<file path="config.mk">
export PLATFORM = sky130hd
export DESIGN_NAME = seq_mult_32_flat
export DESIGN_NICKNAME = d
export VERILOG_FILES = /design/src/rtl/seq_mult_32_if.sv /design/src/rtl/seq_mult_32.sv /design/src/flat_wrapper.sv
export SDC_FILE = /design/constraint.sdc
export NUM_CORES = 1
export LEC_CHECK = 0
export BUFFER_PORTS_ARGS = -buffer_cell sky130_fd_sc_hd__clkbuf_2
export CAP_MARGIN = 20
export CORE_AREA = 3 3 184 186
export DETAILED_ROUTE_END_ITERATION = 8
export DIE_AREA = 0 0 187 189
export PLACE_DENSITY_LB_ADDON = 0.05
export SLEW_MARGIN = 25
export SYNTH_ARGS = -nofsm -noshare
export SYNTH_HDL_FRONTEND = slang
export SYNTH_SLANG_ARGS = --single-unit
</file>
<file path="constraint.sdc">
create_clock -name clk -period 3.8 [get_ports clk]
set_clock_uncertainty 0.05 [all_clocks]
set_input_delay 0.76 -clock clk [delete_from_list [all_inputs] [get_ports clk]]
set_output_delay 0.76 -clock clk [all_outputs]
set_load 0.01 [all_outputs]
</file>
<file path="src/rtl/seq_mult_32_if.sv">
// Handshake and operand/result bundle for the sequential multiplier.
// The master side (execute stage / testbench) drives the request and operands,
// the slave side (seq_mult_32) returns status and the product.
interface seq_mult_32_if #(
  parameter int WIDTH = 32
);
  logic             start;
  logic             is_signed;
  logic [WIDTH-1:0] a;
  logic [WIDTH-1:0] b;
  logic             busy;
  logic             done;
  logic [WIDTH-1:0] prod_hi;
  logic [WIDTH-1:0] prod_lo;
  logic             ovf;

  modport master (
    output start, is_signed, a, b,
    input  busy, done, prod_hi, prod_lo, ovf
  );

  modport slave (
    input  start, is_signed, a, b,
    output busy, done, prod_hi, prod_lo, ovf
  );
endinterface

</file>
<file path="src/rtl/seq_mult_32.sv">
// Multi-cycle shift-add multiplier for the ALU MULT slot.
// Operands are latched as magnitudes on START, WIDTH add/shift iterations run
// in RUN, and FIX applies the sign, writes the product and computes overflow.
// Latency from the START edge to DONE is fixed at WIDTH+1 cycles.
module seq_mult_32 #(
  parameter int WIDTH = 32,
  parameter int CNT_W = 6
) (
  input  logic          clk,
  input  logic          rst_n,
  seq_mult_32_if.slave  bus
);

  typedef enum logic [1:0] {
    ST_IDLE = 2'd0,
    ST_RUN  = 2'd1,
    ST_FIX  = 2'd2
  } state_t;

  state_t               state_r;
  state_t               state_nxt_s;

  logic [WIDTH-1:0]     acc_r;
  logic [WIDTH-1:0]     mplr_r;
  logic [WIDTH-1:0]     mcand_r;
  logic [CNT_W-1:0]     cnt_r;
  logic                 neg_r;
  logic                 signed_r;

  logic                 busy_r;
  logic                 done_r;
  logic [WIDTH-1:0]     prod_hi_r;
  logic [WIDTH-1:0]     prod_lo_r;
  logic                 ovf_r;

  logic                 busy_nxt_s;
  logic                 done_nxt_s;
  logic [WIDTH:0]       sum_s;
  logic [2*WIDTH-1:0]   prod_raw_s;
  logic [2*WIDTH-1:0]   prod_fix_s;
  logic                 ovf_fix_s;
  logic                 last_iter_s;

  // Magnitude of an operand; the most negative value maps onto itself,
  // which read as unsigned is exactly its magnitude.
  function automatic logic [WIDTH-1:0] magnitude(input logic [WIDTH-1:0] v,
                                                 input logic use_sign);
    logic [WIDTH-1:0] m;
    if (use_sign && v[WIDTH-1]) begin
      m = ~v + {{(WIDTH-1){1'b0}}, 1'b1};
    end else begin
      m = v;
    end
    return m;
  endfunction

  assign last_iter_s = (cnt_r == CNT_W'(WIDTH - 1));

  // State register.
  always_ff @(posedge clk or negedge rst_n) begin
    if (!rst_n) begin
      state_r <= ST_IDLE;
    end else begin
      state_r <= state_nxt_s;
    end
  end

  // Next-state decode: IDLE waits for START, RUN lasts WIDTH edges, FIX one edge.
  always_comb begin
    state_nxt_s = state_r;
    case (state_r)
      ST_IDLE: begin
        if (bus.start) begin
          state_nxt_s = ST_RUN;
        end else begin
          state_nxt_s = ST_IDLE;
        end
      end
      ST_RUN: begin
        if (last_iter_s) begin
          state_nxt_s = ST_FIX;
        end else begin
          state_nxt_s = ST_RUN;
        end
      end
      ST_FIX:  state_nxt_s = ST_IDLE;
      default: state_nxt_s = ST_IDLE;
    endcase
  end

  // Output decode: next values of the registered BUSY and DONE flags.
  always_comb begin
    busy_nxt_s = 1'b0;
    done_nxt_s = 1'b0;
    case (state_nxt_s)
      ST_RUN:  busy_nxt_s = 1'b1;
      ST_FIX:  busy_nxt_s = 1'b1;
      default: busy_nxt_s = 1'b0;
    endcase
    if (state_r == ST_FIX) begin
      done_nxt_s = 1'b1;
    end else begin
      done_nxt_s = 1'b0;
    end
  end

  // Add step, sign fix-up and overflow for the current datapath contents.
  always_comb begin
    if (mplr_r[0]) begin
      sum_s = {1'b0, acc_r} + {1'b0, mcand_r};
    end else begin
      sum_s = {1'b0, acc_r};
    end
    prod_raw_s = {acc_r, mplr_r};
    if (neg_r) begin
      prod_fix_s = ~prod_raw_s + {{(2*WIDTH-1){1'b0}}, 1'b1};
    end else begin
      prod_fix_s = prod_raw_s;
    end
    if (signed_r) begin
      ovf_fix_s = (prod_fix_s[2*WIDTH-1:WIDTH] != {WIDTH{prod_fix_s[WIDTH-1]}});
    end else begin
      ovf_fix_s = (prod_fix_s[2*WIDTH-1:WIDTH] != {WIDTH{1'b0}});
    end
  end

  // Iteration datapath: operand latch in IDLE, add-and-shift in RUN.
  always_ff @(posedge clk or negedge rst_n) begin
    if (!rst_n) begin
      acc_r    <= {WIDTH{1'b0}};
      mplr_r   <= {WIDTH{1'b0}};
      mcand_r  <= {WIDTH{1'b0}};
      cnt_r    <= {CNT_W{1'b0}};
      neg_r    <= 1'b0;
      signed_r <= 1'b0;
    end else begin
      case (state_r)
        ST_IDLE: begin
          if (bus.start) begin
            acc_r    <= {WIDTH{1'b0}};
            mplr_r   <= magnitude(bus.b, bus.is_signed);
            mcand_r  <= magnitude(bus.a, bus.is_signed);
            cnt_r    <= {CNT_W{1'b0}};
            neg_r    <= bus.is_signed & (bus.a[WIDTH-1] ^ bus.b[WIDTH-1]);
            signed_r <= bus.is_signed;
          end
        end
        ST_RUN: begin
          // {carry, acc, mplr} shifted right by one.
          acc_r  <= sum_s[WIDTH:1];
          mplr_r <= {sum_s[0], mplr_r[WIDTH-1:1]};
          cnt_r  <= cnt_r + {{(CNT_W-1){1'b0}}, 1'b1};
        end
        default: begin
          cnt_r <= cnt_r;
        end
      endcase
    end
  end

  // Result registers: written only on the FIX edge, held otherwise.
  always_ff @(posedge clk or negedge rst_n) begin
    if (!rst_n) begin
      prod_hi_r <= {WIDTH{1'b0}};
      prod_lo_r <= {WIDTH{1'b0}};
      ovf_r     <= 1'b0;
    end else if (state_r == ST_FIX) begin
      prod_hi_r <= prod_fix_s[2*WIDTH-1:WIDTH];
      prod_lo_r <= prod_fix_s[WIDTH-1:0];
      ovf_r     <= ovf_fix_s;
    end
  end

  // Status flag registers.
  always_ff @(posedge clk or negedge rst_n) begin
    if (!rst_n) begin
      busy_r <= 1'b0;
      done_r <= 1'b0;
    end else begin
      busy_r <= busy_nxt_s;
      done_r <= done_nxt_s;
    end
  end

  assign bus.busy    = busy_r;
  assign bus.done    = done_r;
  assign bus.prod_hi = prod_hi_r;
  assign bus.prod_lo = prod_lo_r;
  assign bus.ovf     = ovf_r;

endmodule

</file>
<file path="src/flat_wrapper.sv">
// flat-port wrapper written by rule: the top's interface ports become plain ports
module seq_mult_32_flat 
#(
  parameter int WIDTH = 32,
  parameter int CNT_W = 6
)
  (clk, rst_n, bus_start, bus_is_signed, bus_a, bus_b, bus_busy, bus_done, bus_prod_hi, bus_prod_lo, bus_ovf);
  seq_mult_32_if #(.WIDTH(WIDTH)) bus_i ();
  input  logic clk;
  input  logic rst_n;
  input wire logic [$bits(bus_i.start)-1:0] bus_start;
  input wire logic [$bits(bus_i.is_signed)-1:0] bus_is_signed;
  input wire logic [$bits(bus_i.a)-1:0] bus_a;
  input wire logic [$bits(bus_i.b)-1:0] bus_b;
  output wire logic [$bits(bus_i.busy)-1:0] bus_busy;
  output wire logic [$bits(bus_i.done)-1:0] bus_done;
  output wire logic [$bits(bus_i.prod_hi)-1:0] bus_prod_hi;
  output wire logic [$bits(bus_i.prod_lo)-1:0] bus_prod_lo;
  output wire logic [$bits(bus_i.ovf)-1:0] bus_ovf;
  assign bus_i.start = bus_start;
  assign bus_i.is_signed = bus_is_signed;
  assign bus_i.a = bus_a;
  assign bus_i.b = bus_b;
  assign bus_busy = bus_i.busy;
  assign bus_done = bus_i.done;
  assign bus_prod_hi = bus_i.prod_hi;
  assign bus_prod_lo = bus_i.prod_lo;
  assign bus_ovf = bus_i.ovf;
  seq_mult_32 #(.WIDTH(WIDTH), .CNT_W(CNT_W)) u_core (.clk(clk), .rst_n(rst_n), .bus(bus_i));
endmodule
</file>
==> flow_summary_export.csv <==
group,metric,value,unit
run_status,outcome,"complete, no violations",
power,p_clk_frac,0.159,
clock_tree,cts_buffers,17,
synthesis,synthFlopType,"dfrtp_1",
sta,worstMarginPinSlew,940,ps
sta,max_clock_freq,278,MHz
critical_path,slowest_stage,"or4_4",
sta,hold_viol,0,
grt,grt_pass1_wl,54500,um
power,p_sw,4.89,mW
die,die-area,0.0353,mm2
routing,via_count,9861,
critical_path,criticalPathCategory,"register to register",
critical_path,cp.required,4070,ps
die,die_h,189,um
synthesis,syn-num-nets,1396,
routing,drtIter0Drc,584,
synthesis,yosys.area_share.simple,0.188,
clock_tree,clk_pin_slew_worst_paths,70,ps
critical_path,crit_path_cell_trace,"or4_4, nor4_4, nand3_4, o31a_1, xor2_1, a221o_1, a211oi_1, nand4_1, o32ai_1, a31oi_1",
routing,wl_per_cell,18.1,um
place,place_area,0.0126,mm2
critical_path,cp_max_fo,17,
synthesis,synth_compound_area_frac,0.226,
cells_and_area,final_cell_mix,"nand2_1, dfrtp_1, o21ai_0",
sta,slew_violations,0,
critical_path,end_kind,"register",
place,port_buffers,134,
clock_tree,cts_buffer_depth,2,
place,gp_congestion,0.900,
synthesis,async_flop_share,1.00,
routing,antenna_left,0,
cells_and_area,final_nets,1537,
routing,drtPass1Iterations,7,
synthesis,ys_types,67,
grt,grt_overflow,0,
place,hpwlAfterDp,26000,um
clock_tree,cts.repair.resized,0,
cells_and_area,drive_above_1_share,0.174,
clock_tree,clock-sinks,173,
clock_tree,cts_max_level,4,
cells_and_area,final_area,0.0132,mm2
synthesis,yosys_warnings,0,
hold_path,hp-class,"input pin to async pin",
routing,post_drt_via_cell_ratio,5.22,
power,pwr-share-comb,0.534,
grt,antenna_found_initial,0,
synthesis,synth_seq_cells,173,
routing,drcViolationCount,0,
sta,period_needed,3600,ps
synthesis,ys_seq_area_frac,0.386,
critical_path,start_kind,"register",
synthesis,mappedNetlistArea,0.0112,mm2
routing,routed_wl,34200,um
synthesis,synthAdderAreaFrac,0.0420,
power,irDropWorstVdd,0.000401,V
synthesis,synthMuxAreaShare,0.0144,
sta,fin_hold_ws,231,ps
die,rows,66,
synthesis,synthXorXnorAreaFrac,0.113,
die,pin_count,135,
power,switching_share,0.456,
synthesis,synth_cells,1291,
die,floorplan.initialDensity,0.346,
power,power_leakage,5.75,nW
grt,grt_pass1_vias,9503,
grt,grtUsageTotal,0.194,
cells_and_area,final_common_cell,"nand2_1",
die,core-area,0.0325,mm2
cells_and_area,area.growth.synth_to_final,17.8,%
sta,setup-tns-final,0,ps
sta,fin_crit_sh,0.946,
power,totalPowerFinal,10.7,mW
clock_tree,hold_buffers,0,
critical_path,cp.arrival,3860,ps
power,powerDensity,813,mW/mm2
critical_path,slowest_delay,600,ps
synthesis,synth_top_family_by_area,"compound AO/OA/AOI/OAI gates",
synthesis,avgSynthCellArea,8.69,um2
sta,rsz0062_at_grt,"no",
sta,setup_violations,0,
clock_tree,clock-root-buffer,"clkbuf_16",
sta,slew_headroom,0.373,
critical_path,rr_worst_depth,10,
clock_tree,post_cts_buffers,0,
power,seqPwrFrac,0.307,
power,internal-power,5.84,mW
die,die_x,187,um
clock_tree,clk_latency,450,ps
synthesis,synth_edf_count,0,
grt,grt_max_degree,121,
clock_tree,cts_tree,"done",
run,drv_cap,0,
## registers in the layout, indices dropped and copies added (netlist names), 2 cells and up
name / count
u_core.bus.prod_lo: 32
u_core.mplr_r: 32
u_core.bus.prod_hi: 32
u_core.acc_r: 32
u_core.mcand_r: 32
u_core.state_r: 2
u_core.cnt_r: 6
## stage by stage
step	util	setup slack, ps	std cells
global route	0.407	18.8	1887
CTS	0.407	225	1887
detailed placement	0.389	246	1855
finish	0.407	204	1888
global placement	0.389	254	1855
floorplan	-	313	1291
## cells by family (layout without fill, tap and decap cells)
group                      Yosys count  count (layout)
AOI/OAI and AO/OA                  397             397
xor gates and xnor gates           145             145
adders and majority gates           37              37
buffers and inverters               88             242
DFF                                173             173
muxes                               16              16
other                                0               1
and+or+nand+nor                    435             435
## routing by layer
| layer | vias to the layer above | track usage | part of all wire |
|---|---|---|---|
| met5 | - | 0 | 0 |
| met4 | 0 | 0.0468 | 0.010 |
| met3 | 21 | 0.0315 | 0.041 |
| met2 | 219 | 0.277 | 0.41 |
| met1 | 4654 | 0.302 | 0.54 |
| li1 | 4967 | - | - |
## layout make-up
type / count / area (um2)
timing repair buffer: 189 / 1120
multi-input combinational: 1030 / 6560
inverter: 21 / 78.8
sequential: 173 / 4330
fill: 3348 / 19200
tap: 442 / 553
clock inverter: 11 / 85.1
clock buffer: 21 / 480
antenna: 1 / 2.50
## worst paths after layout
check                                       from                     end  slack (ps)
setup / recovery               u_core.mplr_r[10]          u_core.bus.ovf         200
hold / removal                             rst_n  u_core.bus.prod_lo[14]         230
setup reg to reg               u_core.mplr_r[10]          u_core.bus.ovf         200
hold reg to reg            u_core.bus.prod_hi[8]   u_core.bus.prod_hi[8]         420
max in group asynchronous                  rst_n      u_core.mcand_r[24]        2690
min in group clk           u_core.bus.prod_hi[8]   u_core.bus.prod_hi[8]         420
## Yosys cell counts, drive strengths merged, types with 5 or more instances
cell type  count  area share
nand2        197       0.066
o21ai        185       0.083
dfrtp        173        0.39
xor2          95       0.074
nor2          64       0.021
clkbuf        58       0.019
a21oi         50       0.022
xnor2         50       0.039
ha            36       0.040
o31ai         32       0.022
a22oi         26       0.017
nand3         25       0.012
o41ai         24       0.024
or4           23       0.016
nor3          21      0.0094
inv           20      0.0067
nor2b         16      0.0089
mux2i         15       0.013
nand4         15      0.0084
nor4          15      0.0097
a21o          12      0.0080
or2           12      0.0069
or3           12      0.0067
nand2b        11      0.0061
buf            9      0.0039
o22a           9      0.0070
a32oi          8      0.0062
and2           7      0.0039
a31oi          6      0.0033
nand3b         5      0.0033
o211ai         5      0.0033
## power by group through the flow
stage	sequential, mW	combinational, mW	clock (mW)
after floorplan	3.05	4.01	0
after global placement	3.30	5.72	0
after detailed placement	3.31	5.71	0
after CTS	3.28	5.74	1.75
after global routing	3.40	6.44	1.83
final	3.30	5.73	1.70
## worst max-delay path: cells and delay by family (launching register included)
kind            cells  cell delay (ps)
compound gates      5             1360
xor+xnor            1              160
flops               1              440
simple gates        4             1440
Power figures use the tool's default switching activity.
